$ cat src/rtl/trace_recorder.sv
// Samples the CPU PC plus running stall/flush totals into a small trace FIFO for MAX_CYCLES samples, then drains it.
// A record is valid one cycle after its sampling edge; a full FIFO with no pop drops the sample and counts it.

module trace_fifo #(
  parameter int WIDTH = 64,
  parameter int DEPTH = 4
) (
  input  logic                     clk_i,
  input  logic                     rst_i,
  input  logic                     in_vld,
  output logic                     in_rdy,
  input  logic [WIDTH-1:0]         in_dat,
  output logic                     out_vld,
  input  logic                     out_rdy,
  output logic [WIDTH-1:0]         out_dat,
  output logic [$clog2(DEPTH):0]   count
);
  localparam int AW = $clog2(DEPTH);
  localparam logic [AW:0] FULL_CNT = (AW+1)'(DEPTH);

  logic [WIDTH-1:0] mem [DEPTH];
  logic [AW-1:0]    wr_ptr;
  logic [AW-1:0]    rd_ptr;
  logic             push;
  logic             pop;

  assign out_vld = (count != '0);
  assign pop     = out_vld && out_rdy;
  // A pop on the same edge frees the slot, so a full FIFO can still take a push.
  assign in_rdy  = (count != FULL_CNT) || pop;
  assign push    = in_vld && in_rdy;
  assign out_dat = out_vld ? mem[rd_ptr] : '0;

  always_ff @(posedge clk_i) begin
    if (rst_i) begin
      wr_ptr <= '0;
      rd_ptr <= '0;
      count  <= '0;
    end else begin
      if (push) wr_ptr <= wr_ptr + 1'b1;
      if (pop)  rd_ptr <= rd_ptr + 1'b1;
      count <= count + {{AW{1'b0}}, push} - {{AW{1'b0}}, pop};
    end
  end

  always_ff @(posedge clk_i) begin
    if (push && !rst_i) mem[wr_ptr] <= in_dat;
  end
endmodule

module trace_recorder #(
  parameter int DEPTH      = 4,
  parameter int MAX_CYCLES = 10
) (
  input  logic        clk_i,
  input  logic        rst_i,
  input  logic        start_i,
  input  logic        stall_i,
  input  logic        flush_i,
  input  logic [31:0] pc_i,
  output logic        out_valid_o,
  input  logic        out_ready_i,
  output logic [63:0] out_data_o,
  output logic [7:0]  drop_cnt_o,
  output logic        done_o
);
  localparam int AW = $clog2(DEPTH);
  localparam logic [15:0] LAST_CYCLE = 16'(MAX_CYCLES - 1);
  localparam logic [AW:0] ONE_CNT = (AW+1)'(1);

  typedef struct packed {
    logic [15:0] cycle;
    logic [7:0]  stall;
    logic [7:0]  flush;
    logic [31:0] pc;
  } rec_t;

  typedef enum logic [1:0] {IDLE, RUN, DRAIN, DONE} state_t;

  state_t      state;
  logic [15:0] cycle_cnt;
  logic [7:0]  stall_tot;
  logic [7:0]  flush_tot;
  logic [7:0]  stall_nxt;
  logic [7:0]  flush_nxt;
  logic        sample;
  logic        fifo_rdy;
  logic        fifo_pop;
  logic [AW:0] fifo_cnt;
  rec_t        rec;

  assign sample    = !rst_i && start_i && ((state == IDLE) || (state == RUN));
  assign stall_nxt = (stall_i && (stall_tot != 8'hff)) ? stall_tot + 8'd1 : stall_tot;
  assign flush_nxt = (flush_i && (flush_tot != 8'hff)) ? flush_tot + 8'd1 : flush_tot;
  assign rec       = '{cycle: cycle_cnt, stall: stall_nxt, flush: flush_nxt, pc: pc_i};
  assign fifo_pop  = out_valid_o && out_ready_i;

  trace_fifo #(.WIDTH(64), .DEPTH(DEPTH)) u_fifo (
    .clk_i   (clk_i),
    .rst_i   (rst_i),
    .in_vld  (sample),
    .in_rdy  (fifo_rdy),
    .in_dat  (rec),
    .out_vld (out_valid_o),
    .out_rdy (out_ready_i),
    .out_dat (out_data_o),
    .count   (fifo_cnt)
  );

  always_ff @(posedge clk_i) begin
    if (rst_i) begin
      state      <= IDLE;
      cycle_cnt  <= '0;
      stall_tot  <= '0;
      flush_tot  <= '0;
      drop_cnt_o <= '0;
      done_o     <= 1'b0;
    end else begin
      // Dropped samples still advance all counters and count toward MAX_CYCLES.
      if (sample) begin
        cycle_cnt <= cycle_cnt + 16'd1;
        stall_tot <= stall_nxt;
        flush_tot <= flush_nxt;
        if (!fifo_rdy && (drop_cnt_o != 8'hff)) drop_cnt_o <= drop_cnt_o + 8'd1;
      end
      case (state)
        IDLE, RUN: begin
          if (sample) state <= (cycle_cnt == LAST_CYCLE) ? DRAIN : RUN;
        end
        DRAIN: begin
          if ((fifo_cnt == '0) || ((fifo_cnt == ONE_CNT) && fifo_pop)) begin
            state  <= DONE;
            done_o <= 1'b1;
          end
        end
        default: ;
      endcase
    end
  end
endmodule
$ cat config.mk
export PLATFORM = sky130hd
export DESIGN_NAME = trace_recorder
export DESIGN_NICKNAME = d
export VERILOG_FILES = /design/src/rtl/trace_recorder.sv
export SDC_FILE = /design/constraint.sdc
export NUM_CORES = 1
export LEC_CHECK = 0
export CAP_MARGIN = 20
export CORE_MARGIN = 4
export CORE_UTILIZATION = 52
export DETAILED_ROUTE_END_ITERATION = 6
export PLACE_DENSITY = 0.76
export SLEW_MARGIN = 0
export SYNTH_ARGS = -nofsm -noshare
export SYNTH_HDL_FRONTEND = slang
export SYNTH_SLANG_ARGS = --single-unit
$ cat constraint.sdc
create_clock -name clk_i -period 3.3 [get_ports clk_i]
set_input_delay 0.66 -clock clk_i [delete_from_list [all_inputs] [get_ports clk_i]]
set_output_delay 0.66 -clock clk_i [all_outputs]
set_load 0.02 [all_outputs]
==> results.cfg <==
[outcome]
status = complete, no violations

[worst_setup_path]
critPathRequiredTime_ns = 2.64
path_class = reg -> out
cp_max_fo = 33
endpoint_kind = output port
reg2reg_slack_ns = 0.74
cp.arrival_ns = 2.50
cp-start-kind = register
r2r_start = u_fifo.count[1]

[placed_design]
gp_congestion = 0.792
post-place-ws_ns = 0.470
port_buffers = 111
dp_hpwl_um = 14600

[clock_tree]
postCtsSetupBuffers = 0
ctsResizeCount = 0
hold_buffers = 0
clk_latency_ns = 0.54
clockBufferDepth = 3
cts_buffers = 29
cts_sinks = 308
clk_pin_slew_worst_paths_ns = 0.06
root_buffer = clkbuf_16
ctsHtreeMaxLevel = 1
cts_tree = built

[global_routing]
grt_pass1_wl_um = 36700
first_global_vias = 6810
grt_use_total_pct = 17.5
antenna_found_initial = 0
grt_overflow = 0
grt_max_degree = 52

[timing]
min_period_over_period_pct = 95.7
tns_ns = 0
hold_viol_final = 0
finClkSkew_ns = 0.0162
min_period_ns = 3.16
grt_setup_unrepaired = false
worst_slew_pin_slew_ns = 0.619
setup_ws_ns = 0.142
clock.fmax_mhz = 317
setup_violations = 0
finalMaxSlewViolations = 0
relSlewSlack_pct = 58.5

[floorplan]
die_y_um = 162
core_sq_mm = 0.0234
start_util_pct = 52.8
ios = 112
die_w_um = 162
num_rows = 56
dieArea_sq_mm = 0.0263

[route]
route.detailed.wl_per_inst_um = 18.9
routed_wl_um = 22700
drc = 0
dr.pass1.iters = 4
via_count = 6587
ant_nets = 0
viasPerCell = 5.49
drt_first_iter_violations = 490

[finish]
layout_common_cells = 256 x edfxtp_1, 110 x clkdlybuf4s50_1, 65 x and2_1
areaGrowthSynthToFinish_pct = 21.2
drive_above_1_share_pct = 16.8
antenna_cells = 0
nNetsFinal = 912
layout_commonest_cell = edfxtp_1

[logic_synthesis]
post_synth_instance_area_sq_mm = 0.0124
synth_edf_count = 256
synth-main-ff-cell = edfxtp_1
synthCells = 727
async_flop_share_pct = 0
avgSynthCellArea_sq_um = 17.0
syn-num-nets = 777
yosysSeqAreaShare_pct = 70.7
yosys_warnings = 0
synth.distinct_cells = 45
ys_seq_elements = 308

[worst_hold_path]
min_path_type = reg -> reg
hp-start = done_o

[job]
cap_violations = 0

[pwr]
power.density_mw_per_mm2 = 704
max-vdd-ir-drop_mv = 0.396
p_leak_nw = 4.78
-- Yosys cell counts (all sizes together) (9+ instances only) --
master	instances	area, sq um
edfxtp	256	7690
and2	69	432
mux4	64	1440
dfxtp	52	1040
nor2	43	161
clkbuf	23	86.3
a21oi	21	105
nand3	16	80.1
o21ai	16	80.1
inv	15	56.3
xnor2	15	131
nand2	14	52.6
xor2	13	114
ha	11	138
buf	10	46.3
or3	9	56.3
-- state kept, by name (all words and copies together) (netlist names), named ones only --
name and count:
drop_cnt_o 8, u_fifo.rd_ptr 2, flush_tot 8, done_o 1, cycle_cnt 16, state 2, u_fifo.wr_ptr 2, u_fifo.count 3
stall_tot 8, u_fifo.mem 256
-- power by group --
group / leakage, nW / switching [mW] / internal (mW)
clock: 0.426 / 1.31 / 1.69
combinational: 1.62 / 1.49 / 1.61
sequential: 2.74 / 0.0814 / 4.35
total: 4.78 / 2.88 / 7.65
-- final cells by class --
class | count | area [sq um]
clock inverter | 13 | 65.1
fill | 1646 | 8440
inverter | 15 | 56.3
tap | 319 | 399
sequential | 308 | 8730
multi-input combinational | 371 | 3450
timing repair buffer | 137 | 1460
clock buffer | 37 | 797
-- final timing paths --
kind / cells past startpoint / to
hold / removal: 2 / done_o
setup reg to reg: 9 / u_fifo.count[2]
setup / recovery: 4 / out_data_o[52]
hold reg to reg: 2 / done_o
-- cell families (layout without fill, tap and decap cells) --
logic type	after synthesis	after routing	synth area share, %
flops	308	308	70.7
simple gates	199	199	9.20
mux	73	73	12.5
compound gates	59	59	2.89
buf+inv	48	202	1.53
xor+xnor	28	28	1.99
fa+ha+maj	12	12	1.28
-- through the flow --
| stage | cell area, sq um | power (mW) | instances | hold slack, ns | util [%] |
|---|---|---|---|---|---|
| finish | 15000 | 10.5 | 1200 | 0.461 | 63.9 |
| global route | 15000 | 11.0 | 1200 | 0.503 | 63.9 |
| CTS | 15000 | 10.7 | 1200 | 0.467 | 63.9 |
| detailed placement | 14100 | 7.65 | 1150 | 0.449 | 60.2 |
| global placement | 14100 | 7.61 | 1150 | 0.450 | 60.2 |
| floorplan | 12400 | 6.34 | 727 | 0.465 | - |
-- worst max-delay path, cell delays in order (launching register included) --
cell and delay [ns]:
dfxtp_4 0.39, buf_12 0.28, mux4_2 0.57, and2_1 0.18, clkdlybuf4s50_1 0.54
-- routing by layer --
layer	share of wire, %	vias up	track usage, %
met4	0.98	0	2.81
met1	44	3311	24.1
met5	0	-	0
met3	5.4	25	3.53
met2	50	156	29.9
li1	-	3095	-
Power figures use the tool's default switching activity.
